--- src/rtl/mem_port_arbiter.sv ---
// ---------------------------------------------------------------------------
// mem_port_arbiter
//
// Shares one request/acknowledge memory port between the instruction fetch
// stage and the memory stage of the pipeline.  Memory-stage loads and stores
// normally win.  A streak counter lets fetch through after MAX_STREAK
// back-to-back memory-stage grants so that fetch is never starved.
//
// Each transaction walks IDLE -> BUSY -> RESP -> IDLE:
//   IDLE  pick a winner and register the memory request
//   BUSY  hold the memory request stable until mem_ack
//   RESP  pulse the winner's ack for one cycle while ignoring all requests
//
// Optional feature, enabled by defining ARB_TIMEOUT_EN:
//   BUSY is abandoned after TIMEOUT cycles without mem_ack.  The winner's
//   rdata becomes all-ones, err pulses for one cycle and the ack is still
//   issued.  Without the macro BUSY waits indefinitely and err is tied to 0.
//
// Ports:
//   clk, rst            clock (rising edge), async active-high reset
//   if_req/if_addr      fetch read request, held until if_ack
//   if_rdata/if_ack     fetched word and its one-cycle completion pulse
//   ms_read/ms_write    memory-stage load/store request (both high = store)
//   ms_addr/ms_wdata    memory-stage address and store data
//   ms_rdata/ms_ack     load data and its one-cycle completion pulse
//   mem_req/mem_we      memory request (held until mem_ack) and write enable
//   mem_addr/mem_wdata  memory address and write data
//   mem_rdata/mem_ack   memory read data and one-cycle completion
//   busy                high while in BUSY or RESP
//   err                 one-cycle timeout pulse
// ---------------------------------------------------------------------------
module mem_port_arbiter #(
  parameter int ADDR_W     = 16,
  parameter int DATA_W     = 16,
  parameter int MAX_STREAK = 3,
  parameter int TIMEOUT    = 15
) (
  input  logic              clk,
  input  logic              rst,
  input  logic              if_req,
  input  logic [ADDR_W-1:0] if_addr,
  output logic [DATA_W-1:0] if_rdata,
  output logic              if_ack,
  input  logic              ms_read,
  input  logic              ms_write,
  input  logic [ADDR_W-1:0] ms_addr,
  input  logic [DATA_W-1:0] ms_wdata,
  output logic [DATA_W-1:0] ms_rdata,
  output logic              ms_ack,
  output logic              mem_req,
  output logic              mem_we,
  output logic [ADDR_W-1:0] mem_addr,
  output logic [DATA_W-1:0] mem_wdata,
  input  logic [DATA_W-1:0] mem_rdata,
  input  logic              mem_ack,
  output logic              busy,
  output logic              err
);

  localparam int StreakW = (MAX_STREAK < 1) ? 1 : $clog2(MAX_STREAK + 1);
  localparam logic [StreakW-1:0] StreakMax = StreakW'(MAX_STREAK);

  typedef enum logic [1:0] {
    IDLE = 2'd0,
    BUSY = 2'd1,
    RESP = 2'd2
  } state_e;

  state_e              state_q, state_d;
  logic [StreakW-1:0]  streak_q, streak_d;
  logic                msWin_q, msWin_d;
  logic                memReq_q, memReq_d;
  logic                memWe_q, memWe_d;
  logic [ADDR_W-1:0]   memAddr_q, memAddr_d;
  logic [DATA_W-1:0]   memWdata_q, memWdata_d;
  logic [DATA_W-1:0]   ifRdata_q, ifRdata_d;
  logic [DATA_W-1:0]   msRdata_q, msRdata_d;
  logic                ifAck_q, ifAck_d;
  logic                msAck_q, msAck_d;

`ifdef ARB_TIMEOUT_EN
  localparam int ToW = (TIMEOUT < 2) ? 1 : $clog2(TIMEOUT);
  localparam logic [ToW-1:0] ToLast = ToW'(TIMEOUT - 1);

  logic [ToW-1:0]      toCnt_q, toCnt_d;
  logic                err_q, err_d;
`endif

  logic msAny;
  logic ifWins;

  // Fetch only beats a pending memory-stage access once the streak of
  // memory-stage grants made while fetch was waiting has saturated.
  assign msAny  = ms_read | ms_write;
  assign ifWins = if_req & (~msAny | (streak_q == StreakMax));

  // Next-state and output-register logic for the three-state sequencer.
  // Every register defaults to holding its value; the ack pulses and err
  // default to 0 so they only last a single cycle.
  always_comb begin
    state_d    = state_q;
    streak_d   = streak_q;
    msWin_d    = msWin_q;
    memReq_d   = memReq_q;
    memWe_d    = memWe_q;
    memAddr_d  = memAddr_q;
    memWdata_d = memWdata_q;
    ifRdata_d  = ifRdata_q;
    msRdata_d  = msRdata_q;
    ifAck_d    = 1'b0;
    msAck_d    = 1'b0;
`ifdef ARB_TIMEOUT_EN
    toCnt_d    = toCnt_q;
    err_d      = 1'b0;
`endif

    case (state_q)
      IDLE: begin
        if (msAny || if_req) begin
          state_d  = BUSY;
          memReq_d = 1'b1;
`ifdef ARB_TIMEOUT_EN
          toCnt_d  = '0;
`endif
          if (ifWins) begin
            msWin_d    = 1'b0;
            memWe_d    = 1'b0;
            memAddr_d  = if_addr;
            memWdata_d = '0;
            streak_d   = '0;
          end else begin
            // A simultaneous read and write is served as a plain store.
            msWin_d    = 1'b1;
            memWe_d    = ms_write;
            memAddr_d  = ms_addr;
            memWdata_d = ms_wdata;
            if (!if_req) begin
              streak_d = '0;
            end else if (streak_q != StreakMax) begin
              streak_d = streak_q + 1'b1;
            end
          end
        end
      end

      BUSY: begin
        if (mem_ack) begin
          state_d  = RESP;
          memReq_d = 1'b0;
          memWe_d  = 1'b0;
          ifAck_d  = ~msWin_q;
          msAck_d  = msWin_q;
          if (!memWe_q) begin
            if (msWin_q) begin
              msRdata_d = mem_rdata;
            end else begin
              ifRdata_d = mem_rdata;
            end
          end
`ifdef ARB_TIMEOUT_EN
        end else if (toCnt_q == ToLast) begin
          // Give up on the memory: the requester still gets its ack, but
          // with all-ones data and a one-cycle err flag alongside it.
          state_d  = RESP;
          memReq_d = 1'b0;
          memWe_d  = 1'b0;
          ifAck_d  = ~msWin_q;
          msAck_d  = msWin_q;
          err_d    = 1'b1;
          if (msWin_q) begin
            msRdata_d = '1;
          end else begin
            ifRdata_d = '1;
          end
        end else begin
          toCnt_d = toCnt_q + 1'b1;
`endif
        end
      end

      RESP: begin
        state_d = IDLE;
      end

      default: begin
        state_d = IDLE;
      end
    endcase
  end

  // State and output registers.  Reset lands in IDLE with every output low,
  // which also abandons an in-flight transaction without acking it.
  always_ff @(posedge clk or posedge rst) begin
    if (rst) begin
      state_q    <= IDLE;
      streak_q   <= '0;
      msWin_q    <= 1'b0;
      memReq_q   <= 1'b0;
      memWe_q    <= 1'b0;
      memAddr_q  <= '0;
      memWdata_q <= '0;
      ifRdata_q  <= '0;
      msRdata_q  <= '0;
      ifAck_q    <= 1'b0;
      msAck_q    <= 1'b0;
    end else begin
      state_q    <= state_d;
      streak_q   <= streak_d;
      msWin_q    <= msWin_d;
      memReq_q   <= memReq_d;
      memWe_q    <= memWe_d;
      memAddr_q  <= memAddr_d;
      memWdata_q <= memWdata_d;
      ifRdata_q  <= ifRdata_d;
      msRdata_q  <= msRdata_d;
      ifAck_q    <= ifAck_d;
      msAck_q    <= msAck_d;
    end
  end

`ifdef ARB_TIMEOUT_EN
  // BUSY-cycle counter and the registered timeout pulse.
  always_ff @(posedge clk or posedge rst) begin
    if (rst) begin
      toCnt_q <= '0;
      err_q   <= 1'b0;
    end else begin
      toCnt_q <= toCnt_d;
      err_q   <= err_d;
    end
  end

  assign err = err_q;
`else
  assign err = 1'b0;
`endif

  assign if_rdata  = ifRdata_q;
  assign if_ack    = ifAck_q;
  assign ms_rdata  = msRdata_q;
  assign ms_ack    = msAck_q;
  assign mem_req   = memReq_q;
  assign mem_we    = memWe_q;
  assign mem_addr  = memAddr_q;
  assign mem_wdata = memWdata_q;
  assign busy      = (state_q != IDLE);

endmodule

--- config.mk ---
export PLATFORM = sky130hd
export DESIGN_NAME = mem_port_arbiter
export DESIGN_NICKNAME = d
export VERILOG_FILES = /design/src/rtl/mem_port_arbiter.sv
export SDC_FILE = /design/constraint.sdc
export NUM_CORES = 1
export LEC_CHECK = 0
export ABC_AREA = 1
export BUFFER_PORTS_ARGS = -buffer_cell sky130_fd_sc_hd__buf_2
export CAP_MARGIN = 20
export CORE_ASPECT_RATIO = 1.2
export CORE_UTILIZATION = 35
export CTS_CLUSTER_SIZE = 40
export DETAILED_ROUTE_END_ITERATION = 10
export PLACE_DENSITY = 0.73
export SYNTH_ARGS = -nofsm -noshare
export SYNTH_HDL_FRONTEND = slang
export SYNTH_SLANG_ARGS = --single-unit
export TNS_END_PERCENT = 1
--- constraint.sdc ---
create_clock -name clk -period 2.3 [get_ports clk]
set_input_delay 0.115 -clock clk [delete_from_list [all_inputs] [get_ports clk]]
set_output_delay 0.115 -clock clk [all_outputs]
set_load 0.005 [all_outputs]
# After elaboration in Yosys (flattened, before gate mapping)

Index checks and enable logic that the tools add are counted.
Widths: inputs -> output; s select.

Register bits after elaboration: 73
Output and inout bits: 70
Logic and storage cells: 53

$add $sub $neg: 1
Equal/unequal tests: 6
Muxes and demuxes: 19
Bitwise logic cells: 6
Reduce and logical (&&, ||, !) cells: 10

Operators with widths:

| kind                | count |
|---|---|
| $mux 16             | 2 |
| $mux 2              | 5 |
| $mux 1              | 9 |
| $reduce_and 4->1    | 2 |
| $ne 2x2->1 const B  | 3 |
| $reduce_and 3->1    | 2 |
| $pmux 1 s2          | 2 |
| $pmux 2 s2          | 1 |
| $reduce_and 2->1    | 2 |
| $reduce_bool 2->1   | 2 |
| $ne 3x1->1 const B  | 1 |
| $not 1->1           | 3 |
| $add 2x1->2 const B | 1 |
| $eq 2x1->1 const B  | 1 |
| $eq 2x2->1 const B  | 1 |
| $logic_not 2->1     | 1 |
| $or 1x1->1          | 2 |
| $and 1x1->1         | 1 |
| $logic_or 1x1->1    | 1 |

# Depth between registers and ports, before layout

Word-level depth: 7
Depth in mapped cells: 8
Mapped depth without buffers: 7

# Least setup slack after synthesis

OpenSTA, ideal clock, no wires.

Path kind: register to register
From: register streak_q[0]
To: register memWdata_q[0] (netlist: mem_wdata[0])
Library setup time: 0.065 ns
Arrival time: 1.246 ns
Required time: 2.235 ns
Path slack: 0.989 ns
Cell stages (with the launch flop): 8
Period minus slack after synthesis: 1.311 ns
Cell sequence: dfrtp_1 > ha_1 > inv_1 > o21ai_2 > nand2_2 > clkbuf_1 > nand3_1 > nand2_1

Cells in the longest elaborated chain, start to end: 4

RTL lines:

| what                   | line | RTL |
|---|---|---|
| from (decl)            | 70   | `logic [StreakW-1:0] streak_q, streak_d;` |
| from (signal assigned) | 208  | `streak_q <= streak_d;` |
| $eq 2x2->1             | 95   | `assign ifWins = if_req & (~msAny \| (streak_q == StreakMax));` |
| $or 1x1->1             | 95   |  |
| $and 1x1->1            | 95   |  |
| $mux 16                | 125  | `if (ifWins) begin` |
| to (signal assigned)   | 213  | `memWdata_q <= memWdata_d;` |
| to (decl)              | 75   | `logic [DATA_W-1:0] memWdata_q, memWdata_d;` |

No other way between the ends.
A chain may end at the register's enable or synchronous reset.

# Worst setup path after layout

From: register state_q[1]
To: register memWdata_q[12] (netlist: mem_wdata[12])

Cells in the longest elaborated chain, start to end: 2

RTL lines:

| what                              | line | RTL |
|---|---|---|
| from (decl)                       | 69   | `state_e state_q, state_d;` |
| from (signal assigned)            | 207  | `state_q <= state_d;` |
| $logic_not 2->1                   | 117  | `case (state_q)` |
| $reduce_and 2->1 (no source line) | n/a  |  |

No other way between the ends.

==> results.toml <==
[run_status]
status = "completed"

[floorplanning]
num_rows = 37
start_util_pct = 36.22
core_um2 = 8611
die_h_um = 105.4
dieArea_um2 = 9295
die_w_um = 88.18
ioPinCount = 140

[logic_synthesis]
synth_fp_nets = 441
syn_inst = 370
syn-cell-area_um2 = 3119
synth.area.top_cells = "dfrtp_1 59%, nand2_1 15%, nand3_1 8.3%"
synth_top_area_cell = "dfrtp_1"
synth_seq_area_share_pct = 58.56
synth-seq-cells = 73
ys_types = 17
yosys.area.top_type_share_pct = 58.56
yosysWarnings = 0
synth.avg_cell_area_um2 = 8.430

[clock_network]
path_clk_slew_ns = 0.08
root_buffer = "clkbuf_8"
cts.path.max_buffers = 2
cts_tree = "yes"
clock_latency_ns = 0.34
h-tree-depth = 3
cts_resized = 0
cts.sinks = 73
post_cts_buffers = 0
cts_buffers = 9

[timing]
finalHoldViolations = 0
worstMarginPinSlew_ns = 0.6384
finalMaxSlewViolations = 0
finalCritPeriodShare_pct = 73.41
relSlewSlack_pct = 57.29
fin_skew_ns = 0.008864
min_period_ns = 1.689
setup_viol = 0
grt_setup_unrepaired = "false"
final.setup.tns_ns = 0
fmax_mhz = 592.2

[global_route]
antenna_found_initial = 0
grt_pass1_vias = 2862
overflow = 0
grt_max_degree = 38
grt_pass1_wl_um = 12890
grtUsageTotal_pct = 18.13

[detailed_routing]
drc = 0
finalWirelength_um = 8167
drt_pre_antenna_iters = 4
highest_layer = "met4"
drt_iter0_drc = 198
drt-met1-wl_um = 3475
antenna_left = 0
wl_met2_um = 3734
vias_per_cell = 4.572
wl_per_cell_um = 12.72
wl_met3_um = 714
routed-via-count = 2935

[setup_path]
crit_path_end_kind = "flop"
critPathKind = "flop to flop"
start_kind = "flop"
path_max_fanout = 37
cp.arrival_ns = 1.91
critPathRequiredTime_ns = 2.52

[layout]
fillers = 860
regArea_um2 = 1827
nets = 591
multi_input_area_um2 = 969.7
area_growth_pct = 36.14
layout_commonest_cell = "buf_2"
final_cell_mix = "138 x buf_2, 123 x nand2_1, 73 x dfrtp_1"
layout-drive-gt1-share_pct = 31.81
layoutNonFillerInstCount = 642
insertedDiodeCount = 0
utilization_pct = 49.32

[power]
pwr-share-comb_pct = 36.1
ir_drop_v = 0.0006276
switching_power_mw = 1.845
power_frac_clock_pct = 20.8
p_leak_nw = 2.513
seqPwrFrac_pct = 43.1
power_density_nw_per_um2 = 1193
p_int_mw = 3.222
switching_share_pct = 36.42

[placed_design]
port_buffers = 138
gp_congestion = 0.7307
dp_hpwl_um = 5668
dp_cells = 612

[job]
cap_violations = 0

[hold_path]
min_path_type = "primary input to flop"
cell usage after synthesis:
master	count
nand2_1	123
dfrtp_1	73
inv_1	55
nand3_1	52
o21ai_0	35
clkbuf_1	8
buf_2	6
nor2_1	5
buf_6	3
buf_4	2
inv_2	2
a21oi_4	1
conb_1	1
ha_1	1
nand2_2	1
o21ai_2	1
or2_2	1
sequential cells by signal (all words and copies together), names as in the netlist:
name	cells
ms_rdata	16
ms_ack	1
mem_we	1
streak_q	2
mem_addr	16
state_q	2
msWin_q	1
mem_req	1
if_rdata	16
if_ack	1
mem_wdata	16
through the flow:
stage | instance area (µm²) | setup WS, ns | hold slack [ns] | total power [mW]
2_1_floorplan | 3119 | 0.3317 | 0.2558 | 3.191
3_3_place_gp | 3892 | 0.6747 | 0.1304 | 3.942
3_5_place_dp | 3892 | 0.6093 | 0.1319 | 4.034
4_1_cts | 4247 | 0.5929 | 0.01186 | 5.132
5_1_grt | 4247 | 0.4631 | 0.02129 | 5.501
6_report | 4247 | 0.6115 | 0.02088 | 5.067
layout make-up:
class                      instances  area share, %
inverter                          57          5.038
timing repair buffer             158          20.62
clock inverter                     5          1.473
sequential                        73          43.02
tap                              117          3.447
clock buffer                      11          3.565
multi-input combinational        221          22.83
power groups by stage:
stage	Clock, mW	Sequential [mW]	Combinational (mW)
CTS	1.09	2.18	1.86
detailed placement	0	2.19	1.85
global placement	0	2.18	1.76
global route	1.14	2.25	2.11
floorplan	0	2.23	0.964
finish	1.05	2.18	1.83
worst paths after layout:
path	start	to	slack [ns]	cells after the start
worst min-delay path	ms_wdata[15]	mem_wdata[15]	0.02	3
max in group asynchronous	rst	ms_rdata[3]	1.25	4
worst max register to register	state_q[1]	mem_wdata[12]	0.61	6
worst min register to register	mem_addr[15]	mem_addr[15]	0.48	2
min in group asynchronous	rst	mem_wdata[12]	0.31	3
worst max-delay path	state_q[1]	mem_wdata[12]	0.61	6
layer usage:
layer	up-vias	GRT usage [%]
met3	25	6.656
met5	-	0
met1	1343	21.13
li1	1433	-
met2	134	28.85
met4	0	9.217
timing repair:
| item | in CTS | in global routing |
|---|---|---|
| endpoints found under the hold margin | 31 | 0 |
| endpoints found under the setup margin | 0 | 0 |
| hold buffers | 14 | 0 |
worst max-delay path, stage by stage (launching register included):
cell and delay, ns:
dfrtp_1 0.39, inv_1 0.06, nand2_1 0.13, a21oi_4 0.40, inv_2 0.37, nand2_1 0.15, nand2_1 0.07
cells by family (layout without fill, tap and decap cells):
kind of cell / after synthesis / count (layout) / share of synthesized area (%)
buffers and inverters: 76 / 231 / 10.35
AND/OR/NAND/NOR: 182 / 182 / 24.15
flip-flops: 73 / 73 / 58.56
other: 1 / 1 / 0.1202
AO/OA/AOI/OAI: 37 / 37 / 6.418
adder cells (fa/ha/maj): 1 / 1 / 0.4011
(Power assumes the default switching activity.)
